[src/rtl/led_pio_pkg.sv]
// Shared constants for the LED output port: register map and STATUS layout.
package led_pio_pkg;

  localparam int ADDR_W = 3;

  localparam logic [ADDR_W-1:0] ADDR_DATA   = 3'd0;
  localparam logic [ADDR_W-1:0] ADDR_SET    = 3'd1;
  localparam logic [ADDR_W-1:0] ADDR_CLEAR  = 3'd2;
  localparam logic [ADDR_W-1:0] ADDR_TOGGLE = 3'd3;
  localparam logic [ADDR_W-1:0] ADDR_MASK   = 3'd4;
  localparam logic [ADDR_W-1:0] ADDR_PERIOD = 3'd5;
  localparam logic [ADDR_W-1:0] ADDR_STATUS = 3'd6;

  // Bit position of the blink phase inside the STATUS register.
  localparam int STATUS_PHASE_BIT = 0;

endpackage

[src/rtl/led_pio_blink_timer.sv]
// Blink engine: free-running prescaler producing a one-clock tick, a
// half-period counter clocked by that tick, and the blink phase flag.
module blink_timer #(
  parameter int PRESCALE   = 50000,
  parameter int DATA_WIDTH = 10
) (
  input  logic                  clk,
  input  logic                  reset_n,
  input  logic [DATA_WIDTH-1:0] period,
  input  logic                  period_wr,
  output logic                  phase
);

  localparam int PW = (PRESCALE > 1) ? $clog2(PRESCALE) : 1;
  localparam logic [PW-1:0] PRE_MAX = PW'(PRESCALE - 1);

  logic [PW-1:0]         pre_q, pre_d;
  logic                  tick;
  logic [DATA_WIDTH-1:0] cnt_q, cnt_d;
  logic                  phase_q, phase_d;

  assign tick  = (pre_q == PRE_MAX);
  assign phase = phase_q;

  // Prescaler wraps at PRESCALE-1 and is never cleared by bus activity.
  always_comb begin
    pre_d = tick ? '0 : pre_q + PW'(1);
  end

  // Blink count/phase: a PERIOD write restarts the half-period and wins
  // over a coincident tick; PERIOD=0 parks everything at zero.
  always_comb begin
    cnt_d   = cnt_q;
    phase_d = phase_q;
    if (period_wr) begin
      cnt_d   = '0;
      phase_d = 1'b0;
    end else if (tick) begin
      if (period == '0) begin
        cnt_d   = '0;
        phase_d = 1'b0;
      end else if (cnt_q == period - DATA_WIDTH'(1)) begin
        cnt_d   = '0;
        phase_d = ~phase_q;
      end else begin
        cnt_d = cnt_q + DATA_WIDTH'(1);
      end
    end
  end

  // State registers, asynchronously cleared.
  always_ff @(posedge clk or negedge reset_n) begin
    if (!reset_n) begin
      pre_q   <= '0;
      cnt_q   <= '0;
      phase_q <= 1'b0;
    end else begin
      pre_q   <= pre_d;
      cnt_q   <= cnt_d;
      phase_q <= phase_d;
    end
  end

endmodule

[src/rtl/led_pio.sv]
// Avalon-MM LED output port: DATA register with atomic set/clear/toggle
// aliases, per-bit blink mask, blink period and a registered read path.
// Bus handshake: a write is accepted on any rising clk with chipselect=1 and
// write_n=0 (no wait states); reads need no strobe and readdata always
// returns the register addressed on the previous edge.
module led_pio
  import led_pio_pkg::*;
#(
  parameter int                    DATA_WIDTH  = 10,
  parameter logic [DATA_WIDTH-1:0] RESET_VALUE = '0,
  parameter int                    PRESCALE    = 50000
) (
  input  logic                  clk,
  input  logic                  reset_n,
  input  logic                  chipselect,
  input  logic [ADDR_W-1:0]     address,
  input  logic                  write_n,
  input  logic [DATA_WIDTH-1:0] writedata,
  output logic [DATA_WIDTH-1:0] readdata,
  output logic [DATA_WIDTH-1:0] out_port
);

  logic                  wr;
  logic                  period_wr;
  logic                  phase;
  logic [DATA_WIDTH-1:0] data_q, data_d;
  logic [DATA_WIDTH-1:0] mask_q, mask_d;
  logic [DATA_WIDTH-1:0] period_q, period_d;
  logic [DATA_WIDTH-1:0] rd_q, rd_d;

  assign wr        = chipselect & ~write_n;
  assign period_wr = wr && (address == ADDR_PERIOD);

  // Write decode: the alias addresses modify DATA in place.
  always_comb begin
    data_d   = data_q;
    mask_d   = mask_q;
    period_d = period_q;
    if (wr) begin
      case (address)
        ADDR_DATA:   data_d   = writedata;
        ADDR_SET:    data_d   = data_q | writedata;
        ADDR_CLEAR:  data_d   = data_q & ~writedata;
        ADDR_TOGGLE: data_d   = data_q ^ writedata;
        ADDR_MASK:   mask_d   = writedata;
        ADDR_PERIOD: period_d = writedata;
        default:     ;
      endcase
    end
  end

  // Read mux built from the pre-write register values.
  always_comb begin
    rd_d = '0;
    case (address)
      ADDR_DATA:   rd_d = data_q;
      ADDR_MASK:   rd_d = mask_q;
      ADDR_PERIOD: rd_d = period_q;
      ADDR_STATUS: rd_d[STATUS_PHASE_BIT] = phase;
      default:     rd_d = '0;
    endcase
  end

  // Register file and read data register.
  always_ff @(posedge clk or negedge reset_n) begin
    if (!reset_n) begin
      data_q   <= RESET_VALUE;
      mask_q   <= '0;
      period_q <= '0;
      rd_q     <= '0;
    end else begin
      data_q   <= data_d;
      mask_q   <= mask_d;
      period_q <= period_d;
      rd_q     <= rd_d;
    end
  end

  blink_timer #(
    .PRESCALE   (PRESCALE),
    .DATA_WIDTH (DATA_WIDTH)
  ) u_blink (
    .clk       (clk),
    .reset_n   (reset_n),
    .period    (period_q),
    .period_wr (period_wr),
    .phase     (phase)
  );

  assign readdata = rd_q;
  // Masked bits go dark while the phase is 1.
  assign out_port = data_q & ~(mask_q & {DATA_WIDTH{phase}});

endmodule

[config.mk]
export PLATFORM = sky130hd
export DESIGN_NAME = led_pio
export DESIGN_NICKNAME = d
export VERILOG_FILES = /design/src/rtl/led_pio_pkg.sv /design/src/rtl/led_pio_blink_timer.sv /design/src/rtl/led_pio.sv
export SDC_FILE = /design/constraint.sdc
export NUM_CORES = 1
export LEC_CHECK = 0
export BUFFER_PORTS_ARGS = -buffer_cell sky130_fd_sc_hd__buf_2
export CAP_MARGIN = 20
export CORE_MARGIN = 2
export CORE_UTILIZATION = 65
export CTS_CLUSTER_DIAMETER = 150
export CTS_CLUSTER_SIZE = 8
export DETAILED_ROUTE_END_ITERATION = 16
export PLACE_DENSITY_LB_ADDON = 0.08
export SLEW_MARGIN = 5
export SYNTH_ARGS = -nofsm -noshare
export SYNTH_HDL_FRONTEND = slang
export SYNTH_HIERARCHICAL = 1
export SYNTH_SLANG_ARGS = --single-unit
export TNS_END_PERCENT = 30
[constraint.sdc]
create_clock -name clk -period 4.4 [get_ports clk]
set_clock_uncertainty 0.2 [all_clocks]
set_input_delay 0.88 -clock clk [delete_from_list [all_inputs] [get_ports clk]]
set_output_delay 0.88 -clock clk [all_outputs]
set_load 0.02 [all_outputs]
==> impl_metrics.tcl <==
set metrics [dict create \
    rows 29 \
    cts_max_level 3 \
    finalSetupViolations 0 \
    drive_gt1_share_pct 24.8 \
    post_cts_resized 0 \
    hold_start "u_blink/pre_q[0]" \
    critPathKind "flop to flop" \
    coreArea_mm2 0.00631 \
    drv_cap 0 \
    fin_setup_tns_ns 0 \
    final_cell_mix "dfrtp_1, nand2_1, buf_2" \
    die_x_um 84.3 \
    share_seq_of_total_power_pct 44.8 \
    synthArstFlopShare_pct 100 \
    syn_to_final_growth_pct 8.77 \
    grt_pass1_vias 3067 \
    grt_use_total_pct 26.6 \
    antenna_left 0 \
    die_h_um 84.3 \
    worstPathMaxFanout 10 \
    grt_max_degree 40 \
    yosysTopAreaCellShare_pct 40.0 \
    power.internal_mw 1.19 \
    status "finished, final reports clean" \
    timing.fmax_mhz 354 \
    combinationalPowerShare_pct 27.8 \
    p_per_area_mw_per_mm2 389 \
    synth_flop_cell "dfrtp_1" \
    slew_viol_final 0 \
    p_total_mw 1.78 \
    fin_util_pct 72.3 \
    yosysTopAreaCell "dfrtp_1" \
    dieArea_mm2 0.00711 \
    synthCells 410 \
    cts_hold_buf 0 \
    yosysUniqueCellTypes 67 \
    ys_ff_latch 67 \
    rsz0062_at_grt "no" \
    synth_area_leaders "dfrtp_1, mux2_2, ha_1" \
    antenna_found_initial 0 \
    cts_sinks 67 \
    swShare_pct 32.9 \
    cts_buffers 9 \
    maxSlewHeadroom_pct 47.2 \
    startpoint_type "flop" \
    syn_avg_cell_area_um2 10.2 \
    grt.overflow.total 0 \
    num_antenna_cells 0 \
    cp.required_ns 4.40 \
    syn_area_mm2 0.00420 \
    firstDrtPassIters 4 \
    finalCriticalPeriod_ns 2.83 \
    crit_path_end_kind "flop" \
    startpoint "period_q[0]" \
    synth_enable_flop_cells 0 \
    yosysWarnings 6 \
    dp_hpwl_um 6140 \
    num-fill-cells 499 \
    drt-total-wl_um 8840 \
    p_clk_share_pct 27.4 \
    final_common_cell "dfrtp_1" \
    drt_iter0_markers 207 \
    ir_drop_v 0.000254 \
    placed_area_mm2 0.00438 \
    leakagePower_nw 2.13 \
    cts_tree "built" \
    layout.nets 485 \
    clock_latency_ns 0.34 \
    hold_path.class "flop to flop" \
    whs_ns 0.279 \
    clock_path_buffers 2 \
    crit_arrival_ns 2.83 \
    num_vias 3182 \
    synthesis.nets 450 \
    reg2reg_from "period_q[0]" \
    initial_core_util_pct 66.4 \
    postCtsSetupRepairBufs 0 \
    cts-root-buf "clkbuf_8" \
    final_area_mm2 0.00456 \
    drc_errors 0 \
    period_share_pct 64.2 \
    ys_seq_area_share_pct 40.0 \
    io_pins 37 \
    port_buffers 36 \
    routedWlPerCell_um 16.8 \
    hold_viol 0 \
    grt_pass1_wl_um 15000 \
    clk_pin_slew_ns 0.07 \
    vias_per_cell 6.06 \
    switchingPower_mw 0.584 \
    place_congestion 0.800 \
    worstMarginPinSlew_ns 0.792 \
]
==> per-layer routing <==
layer  up-vias  global-route usage (%)  part of all wire, %
met1      1551                    36.8                   45
met3        10                    5.80                  5.3
met2        97                    42.7                   49
met5         -                       0                    0
li1       1524                       -                    -
met4         0                    7.79                  1.1
==> per-stage QoR <==
step / setup slack (ns) / std cells
floorplan: 1.76 / 410
global placement: 1.42 / 511
detailed placement: 1.36 / 511
CTS: 1.58 / 525
global route: 1.36 / 525
finish: 1.57 / 525
==> cell usage after synthesis, drive strengths merged (3+ instances only) <==
library cell / count
a21oi: 16
a221oi: 8
a22oi: 10
a31oi: 5
and2: 4
and3: 7
buf: 10
clkbuf: 6
dfrtp: 67
ha: 23
inv: 27
mux2: 31
mux2i: 10
nand2: 38
nand2b: 3
nand3: 8
nor2: 33
nor2b: 7
nor3: 11
nor3b: 3
o211ai: 3
o21ai: 18
o221ai: 5
or3: 4
xnor2: 15
xor2: 8
==> worst max-delay path: stages, from the launching register on <==
cell,delay (ns)
dfrtp_1,0.47
inv_1,0.09
ha_1,0.31
nor4b_4,0.43
a21oi_1,0.15
a211oi_2,0.34
o2111ai_4,0.28
o2111ai_1,0.28
o211ai_1,0.13
==> cells by family after synthesis <==
logic type	count (synthesis)	share of synthesized area (%)
flops	67	40.0
mux	43	12.0
fa+ha+maj	23	6.86
simple gates	133	17.9
compound gates	78	13.2
buf+inv	43	5.31
xor+xnor	23	4.80
==> power by group through the flow <==
stage	sequential (mW)	combinational, mW	clock, mW
2_1_floorplan	0.789	0.374	0
3_3_place_gp	0.802	0.473	0
5_1_grt	0.811	0.548	0.527
3_5_place_dp	0.807	0.490	0
6_report	0.796	0.494	0.487
4_1_cts	0.795	0.495	0.501
==> sequential cells by signal (all words and copies together), names as in the netlist <==
signal / count
u_blink/cnt_q: 10
mask_q: 10
u_blink/pre_q: 16
u_blink/phase: 1
period_q: 10
data_q: 10
readdata: 10
==> layout make-up <==
| cell class | instances | area, um^2 | share of cell area (%) |
|---|---|---|---|
| Sequential cell | 67 | 1680 | 36.7 |
| Clock inverter | 2 | 37.5 | 0.823 |
| Multi-Input combinational cell | 300 | 2300 | 50.3 |
| Clock buffer | 12 | 145 | 3.18 |
| Inverter | 27 | 101 | 2.22 |
| Tap cell | 77 | 96.3 | 2.11 |
| Timing Repair Buffer | 40 | 210 | 4.61 |
==> worst paths after layout <==
path / cells past startpoint / slack (ns) / end
setup reg to reg: 8 / 1.57 / u_blink/cnt_q[6]
setup / recovery: 8 / 1.57 / u_blink/cnt_q[6]
max in group asynchronous: 2 / 2.65 / u_blink/pre_q[2]
hold reg to reg: 1 / 0.28 / u_blink/pre_q[0]
min in group asynchronous: 1 / 0.42 / period_q[0]
hold / removal: 1 / 0.28 / u_blink/pre_q[0]
No activity file was read; power rests on OpenSTA's default activity.
